===== config.mk =====
export PLATFORM = sky130hd
export DESIGN_NAME = ntt4_seq_ctrl
export DESIGN_NICKNAME = d
export VERILOG_FILES = /design/src/rtl/ntt4_seq_ctrl.sv
export SDC_FILE = /design/constraint.sdc
export NUM_CORES = 1
export LEC_CHECK = 0
export BUFFER_PORTS_ARGS = -buffer_cell sky130_fd_sc_hd__buf_2
export CAP_MARGIN = 20
export CORE_ASPECT_RATIO = 0.9
export CORE_UTILIZATION = 44
export CTS_CLUSTER_DIAMETER = 100
export DETAILED_ROUTE_END_ITERATION = 7
export PLACE_DENSITY = 0.69
export RECOVER_POWER = 50
export SYNTH_ARGS = -nofsm -noshare
export SYNTH_HDL_FRONTEND = slang
export SYNTH_SLANG_ARGS = --single-unit

===== constraint.sdc =====
create_clock -name clk -period 32 [get_ports clk]
set_clock_uncertainty 0.2 [all_clocks]
set_input_delay 6.4 -clock clk [delete_from_list [all_inputs] [get_ports clk]]
set_output_delay 6.4 -clock clk [all_outputs]
set_load 0.02 [all_outputs]

===== src/rtl/ntt4_seq_ctrl.sv =====
// 4-point sequential NTT: load four coefficients, run four in-place butterflies on one shared unit, stream results in natural order.
// Define NTT_SEQ_BF_PIPE_EN to register the modular product, which makes each butterfly op take two cycles.
module ntt4_seq_ctrl #(
  parameter logic [15:0] Q    = 16'd7681,
  parameter logic [15:0] PHI1 = 16'd1925,
  parameter logic [15:0] PHI2 = 16'd3383,
  parameter logic [15:0] PHI3 = 16'd6468
) (
  input  logic        clk,
  input  logic        rst,
  input  logic        in_valid,
  output logic        in_ready,
  input  logic [15:0] in_data,
  output logic        out_valid,
  input  logic        out_ready,
  output logic [15:0] out_data,
  output logic        busy
);

  typedef enum logic [1:0] {
    LOAD = 2'd0,
    CALC = 2'd1,
    OUT  = 2'd2
  } state_t;

  state_t      state_q, state_d;
  logic [1:0]  load_idx_q, load_idx_d;
  logic [1:0]  op_idx_q, op_idx_d;
  logic [1:0]  out_idx_q, out_idx_d;
  logic [15:0] r_q [4];
  logic [15:0] r_d [4];

  logic [1:0]  sel_a, sel_b;
  logic [15:0] bf_a, bf_b, bf_w, bf_t, bf_up, bf_dn;
  logic [15:0] mul_t;
  logic [31:0] prod;
  logic [16:0] sum, diff;
  logic        wb_en;

  // Fixed op schedule: stage 1 pairs (r0,r2),(r1,r3); stage 2 pairs (r0,r1),(r2,r3).
  always_comb begin
    sel_a = 2'd0;
    sel_b = 2'd2;
    bf_w  = PHI2;
    case (op_idx_q)
      2'd0: begin sel_a = 2'd0; sel_b = 2'd2; bf_w = PHI2; end
      2'd1: begin sel_a = 2'd1; sel_b = 2'd3; bf_w = PHI2; end
      2'd2: begin sel_a = 2'd0; sel_b = 2'd1; bf_w = PHI1; end
      default: begin sel_a = 2'd2; sel_b = 2'd3; bf_w = PHI3; end
    endcase
  end

  always_comb begin
    bf_a  = r_q[sel_a];
    bf_b  = r_q[sel_b];
    prod  = {16'd0, bf_b} * {16'd0, bf_w};
    mul_t = 16'(prod % {16'd0, Q});
  end

`ifdef NTT_SEQ_BF_PIPE_EN
  logic [15:0] t_q, t_d;
  logic        phase_q, phase_d;

  // Phase 0 issues the multiply into t_q; phase 1 writes the butterfly back.
  always_comb begin
    t_d   = mul_t;
    bf_t  = t_q;
    wb_en = (state_q == CALC) && phase_q;
    phase_d = 1'b0;
    if (state_q == CALC) begin
      phase_d = ~phase_q;
    end
  end

  always_ff @(posedge clk) begin
    if (rst) begin
      t_q     <= '0;
      phase_q <= 1'b0;
    end else begin
      t_q     <= t_d;
      phase_q <= phase_d;
    end
  end
`else
  always_comb begin
    bf_t  = mul_t;
    wb_en = (state_q == CALC);
  end
`endif

  // Modular add/sub on a 17-bit intermediate keeps both results below Q.
  always_comb begin
    sum = {1'b0, bf_a} + {1'b0, bf_t};
    if (sum >= {1'b0, Q}) begin
      bf_up = 16'(sum - {1'b0, Q});
    end else begin
      bf_up = sum[15:0];
    end
    if (bf_a < bf_t) begin
      diff = {1'b0, bf_a} + {1'b0, Q} - {1'b0, bf_t};
    end else begin
      diff = {1'b0, bf_a} - {1'b0, bf_t};
    end
    bf_dn = diff[15:0];
  end

  always_comb begin
    state_d    = state_q;
    load_idx_d = load_idx_q;
    op_idx_d   = op_idx_q;
    out_idx_d  = out_idx_q;
    r_d        = r_q;
    in_ready   = 1'b0;
    out_valid  = 1'b0;
    out_data   = '0;
    busy       = 1'b0;

    case (state_q)
      LOAD: begin
        in_ready = 1'b1;
        if (in_valid) begin
          r_d[load_idx_q] = in_data;
          load_idx_d      = load_idx_q + 2'd1;
          if (load_idx_q == 2'd3) begin
            state_d  = CALC;
            op_idx_d = 2'd0;
          end
        end
      end
      CALC: begin
        busy = 1'b1;
        if (wb_en) begin
          r_d[sel_a] = bf_up;
          r_d[sel_b] = bf_dn;
          op_idx_d   = op_idx_q + 2'd1;
          if (op_idx_q == 2'd3) begin
            state_d   = OUT;
            out_idx_d = 2'd0;
          end
        end
      end
      OUT: begin
        busy      = 1'b1;
        out_valid = 1'b1;
        // Bit-reversed read order turns the in-place result into natural order.
        out_data  = r_q[{out_idx_q[0], out_idx_q[1]}];
        if (out_ready) begin
          out_idx_d = out_idx_q + 2'd1;
          if (out_idx_q == 2'd3) begin
            state_d    = LOAD;
            load_idx_d = 2'd0;
          end
        end
      end
      default: begin
        state_d = LOAD;
      end
    endcase
  end

  always_ff @(posedge clk) begin
    if (rst) begin
      state_q    <= LOAD;
      load_idx_q <= '0;
      op_idx_q   <= '0;
      out_idx_q  <= '0;
      for (int i = 0; i < 4; i++) begin
        r_q[i] <= '0;
      end
    end else begin
      state_q    <= state_d;
      load_idx_q <= load_idx_d;
      op_idx_q   <= op_idx_d;
      out_idx_q  <= out_idx_d;
      r_q        <= r_d;
    end
  end

endmodule

* Word-level counts from Yosys, hierarchy flattened
Index checks and enable logic that the tools add are counted.
** Cells by class
- Add/sub/neg operators :: 8
- Multiply operators :: 1
- Divide/modulo/power cells :: 1
- Magnitude comparators :: 9
- Eq/ne operators :: 12
- Muxes and demuxes :: 43
- Bitwise gates (word level) :: 4
- Reductions and logical operators :: 16
** Operators by type and width (count)
- $bwmux W64 :: 3
- $mux W16 :: 12
- $pmux W64 S2 :: 1
- $bmux W16 S2 :: 3
- $demux W16 S2 :: 3
- $mux W64 :: 1
- $mod A32 B13 Y32 const B :: 1
- $mul A16 B16 Y32 :: 1
- $sub A16 B16 Y16 :: 2
- $pmux W13 S2 :: 1
- $mux W2 :: 10
- $pmux W2 S2 :: 5
- $add A16 B16 Y17 :: 1
- $ge A17 B13 Y1 const B :: 1
- $add A16 B13 Y16 const B :: 1
- $lt A16 B16 Y1 :: 1
- $sub A16 B13 Y16 const B :: 1
- $ge A3 B3 Y1 const B :: 4
- $not A2 Y3 :: 4
- $eq A2 B2 Y1 const B :: 5
- $lt A3 B1 Y1 const B :: 3
- $ne A2 B2 Y1 const B :: 4
- $add A2 B1 Y2 const B :: 3
- $pmux W2 S3 :: 1
- other kinds (11) :: 22
** Word-level totals
- Register bits :: 72
- Output and inout bits :: 19
- Logic and storage cells :: 102

* Longest topological paths before layout
- Depth after elaboration :: 14
- Mapped depth :: 134

* Worst setup path before layout
No wires, ideal clock.
- Path kind :: register to register
- From :: reg op_idx_q[0]
- To :: reg r_q[22] (netlist bit)
- Setup time :: 137 ps
- Arrival :: 28397 ps
- Required time :: 31663 ps
- Path slack :: 3265 ps
- Cell stages (with the launch flop) :: 123
- Path buffers :: 14
- Path through :: dfxtp_1 > inv_1 > ha_1 > clkbuf_1 > clkbuf_1 > buf_1 > mux2i_1 > a21oi_1 > inv_1 > nor2_1 > inv_1 > fa_1 > fa_1 > inv_1 > fa_1 > fa_1 > fa_1 > ha_1 > [87 not listed] > o21ai_0 > nand2b_1 > a21o_1 > a21o_1 > a21oi_1 > nor2_1 > nor2_1 > xnor2_1 > or3_1 > or3_1 > clkbuf_1 > nand2_1 > or2_2 > nor2_1 > xnor2_1 > o22ai_1 > a22oi_1 > a211oi_1
** Between the ends
- Longest elaborated chain between the ends :: 14
** RTL lines
- from (decl) :: RTL line 28 : logic [1:0] op_idx_q, op_idx_d;
- from (signal assigned) :: RTL line 173 : op_idx_q <= op_idx_d;
- $eq A2 B2 Y1 or $logic_not A2 Y1 (tied branches) :: RTL line 45 : case (op_idx_q)
- $pmux W2 S2 :: RTL line 45
- $not A2 Y3 (not written as such) :: RTL line 55, 134
- $bmux W16 S2 :: RTL line 55 : bf_b = r_q[sel_b];
- $mux W16 (not written as such) (2 in a row) :: RTL line 55
- $mul A16 B16 Y32 :: RTL line 56 : prod = {16'd0, bf_b} * {16'd0, bf_w};
- $mod A32 B13 Y32 :: RTL line 57 : mul_t = 16'(prod % {16'd0, Q});
- $add A16 B16 Y17 :: RTL line 93 : sum = {1'b0, bf_a} + {1'b0, bf_t};
- $sub A16 B13 Y16 or $ge A17 B13 Y1 (tied branches) :: RTL line 95, 94
- $mux W16 :: RTL line 94 : if (sum >= {1'b0, Q}) begin
- $bwmux W64 :: RTL line 133 : r_d[sel_a] = bf_up;
- $bwmux W64 * :: RTL line 134 : r_d[sel_b] = bf_dn;
- $pmux W64 S2 * :: RTL line 118 : case (state_q)
- to (signal assigned) :: RTL line 175 : r_q <= r_d;
- to (decl) :: RTL line 30 : logic [15:0] r_q [4];
Every way passes the cells marked *; elsewhere a longest branch is shown, timed or not. The select of a mux whose other input is x is not followed.
A chain may end at the register's enable or synchronous reset.

* Final worst setup path
- From :: reg op_idx_q[0]
- To :: reg r_q[28] (netlist bit)
The elaborated chain is that of the path after synthesis.

==> qor.txt <==
Status = finished with violations
Failing checks = max-capacitance violations, max-slew violations
Biggest area consumer among synthesized cells = fa_1
Async SR Flop Fraction = 0%
Mapped Area = 22900 um^2
DP Wirelength = 58100 um
Top Ports = 39
Top Family by Delay on Critical Path = compound AO/OA/AOI/OAI gates
Max-cap violations = 1
Largest net degree at the start of global routing = 82
# rows = 78
WS Path Type = reg -> reg
Clock slew at reported path FFs = 60 ps
WP buf/inv = 14
Worst-Skew Late Latency = 350 ps
Fmax = 0.0327 GHz
CTS sink cnt = 72
Die width = 243 um
Worst r2r src = op_idx_q[0]
Core area = 50900 um^2
Diode count = 0
Top cell type's share of synthesized area = 13.1%
Port Buffers = 38
Final net count = 3297
Worst rel slew slack = -1.23%
CP max FO = 28
Synth top cells by count = inv_1, nor2_1, nand2_1, a21oi_1, ha_1
Arrival time at the worst endpoint = 30550 ps
Most frequent cell on the critical path = inv_1
Count of state elements after synthesis = 72
Die area = 53000 um^2
Worst min-delay path class = reg -> reg
WP data required = 31970 ps
Total gr overflow = 0
Via-per-instance ratio = 6.45
H-tree levels = 3
First-pass GRT wire length = 118000 um
Die Ht = 218 um
Period utilization = 95.6%
Seq/Total Area, Yosys = 6.29%
Share of layout cells above drive strength 1 = 13.6%
CP endpoint kind = register
Fin. Hold Viols = 0
Crit. Startpoint = op_idx_q[0]
Count leader, synth = inv_1
DRT Wirelength = 73900 um
Post-synth EDFFs = 0
Detail Route Antenna Nets = 0
Initial antenna violation count = 1
Critical path's slowest cell = or4_1
Post-Syn Area per Cell = 7.75 um^2
Synth top area cells = fa_1, ha_1, dfxtp_1
Gpl congestion = 0.954
CP Launch Type = register
Storage cell area = 1440 um^2
Design area = 25100 um^2
CTS tree = done
CP peak stage delay = 680 ps
DP Area = 24000 um^2
Routed vias = 23500
WL/cell = 20.3 um
HP Start = load_idx_q[0]
Post-Syn Nets = 3289
Synth-to-layout area growth = 9.58%
Drt initial violations = 2500
Total number of yosys warnings = 0
Netlist cell types = 137
DRC viols = 0
Filler cells = 4945
CTS root buf = clkbuf_16
Multi-input gate area = 20500 um^2
CTS max path bufs = 2
Worst slew pin tran = 1520 ps
Final Setup Violations = 0
Vias in the first global route = 22000
Pre-antenna DRT Iters = 7
Main flop type after synthesis = dfxtp_1
Mapped Cells = 2955
Total track usage = 26.9%
CTS Buf Count = 9
Final min period = 30580 ps
Initial core utilization = 45.0%
Slew Limit Fails = 20
## per-layer routing
| layer | vias to the layer above | global-route usage [%] | share of wire, % |
|---|---|---|---|
| li1 | 10900 | - | - |
| met1 | 11400 | 39.5 | 45 |
| met2 | 1099 | 41.4 | 43 |
| met3 | 143 | 4.18 | 9.0 |
| met4 | 0 | 5.61 | 2.0 |
| met5 | - | 0 | 0 |
## worst register-to-register path: cells and delay by family, from the launching register on
family / cells / cell delay (ps)
AOI/OAI and AO/OA: 41 / 10490
and+or+nand+nor: 36 / 9990
adders and majority gates: 11 / 4090
buffers and inverters: 14 / 2310
xor gates and xnor gates: 9 / 2070
muxes: 3 / 830
DFF: 1 / 430
## layout by cell type, fill, tap and decap left out, types with 90 or more instances in the layout
cell type	count
inv_1	289
a21oi_1	148
a211oi_1	100
fa_1	150
o21ai_0	98
nand2_1	181
ha_1	160
buf_4	90
nor2_1	265
xnor2_1	120
## registers in the layout, summed over array words and instances, names as in the netlist
signal / flops
out_idx_q: 2
op_idx_q: 2
r_q: 64
load_idx_q: 2
state_q: 2
## final timing paths
path                                      end  slack [ps]  cells past startpoint
worst min-delay path            load_idx_q[0]         300                      2
worst min register to register  load_idx_q[0]         300                      2
worst max register to register        r_q[28]        1420                    114
worst max-delay path                  r_q[28]        1420                    114
## cell type report
class                           instances  share of cell area, %
Multi-Input combinational cell       2458                   81.6
Sequential cell                        72                   5.74
Inverter                              292                   4.44
Timing Repair Buffer                  130                   3.53
Tap cell                              680                   3.39
Clock buffer                           12                   1.02
Clock inverter                          4                  0.304
## cells by family (layout without fill, tap and decap cells)
family	after synthesis	count (layout)	share of synthesized area, %
flip-flops	72	72	6.29
adder cells (fa/ha/maj)	318	318	22.2
buffers and inverters	425	438	7.22
AND/OR/NAND/NOR	919	919	20.7
multiplexers	98	98	6.21
XOR/XNOR	199	199	7.94
AO/OA/AOI/OAI	924	924	29.4
## metrics by stage
| step | util (%) | hold WS (ps) | setup slack (ps) | setup TNS (ps) | cells |
|---|---|---|---|---|---|
| after CTS | 47.7 | 309 | 0.0142 | 0 | 3624 |
| final | 49.3 | 305 | 1420 | 0 | 3648 |
| after floorplan | - | 270 | 3270 | 0 | 2955 |
| after global placement | 47.1 | 284 | 672 | 0 | 3608 |
| after global routing | 49.3 | 325 | -106 | -1810 | 3648 |
| after detailed placement | 47.1 | 301 | -42.0 | -85.8 | 3608 |
## repair_timing
item / in CTS / in global routing
hold buffers: 0 / 0
setup buffers: 0 / 24
pin swaps: 0 / 18
setup endpoints to repair: 39 / 64
gates resized for setup: 1 / 114
Power is left out: the tool's default activity adds up to more than one toggle a clock period on the data nets, which glitch-free logic cannot reach.
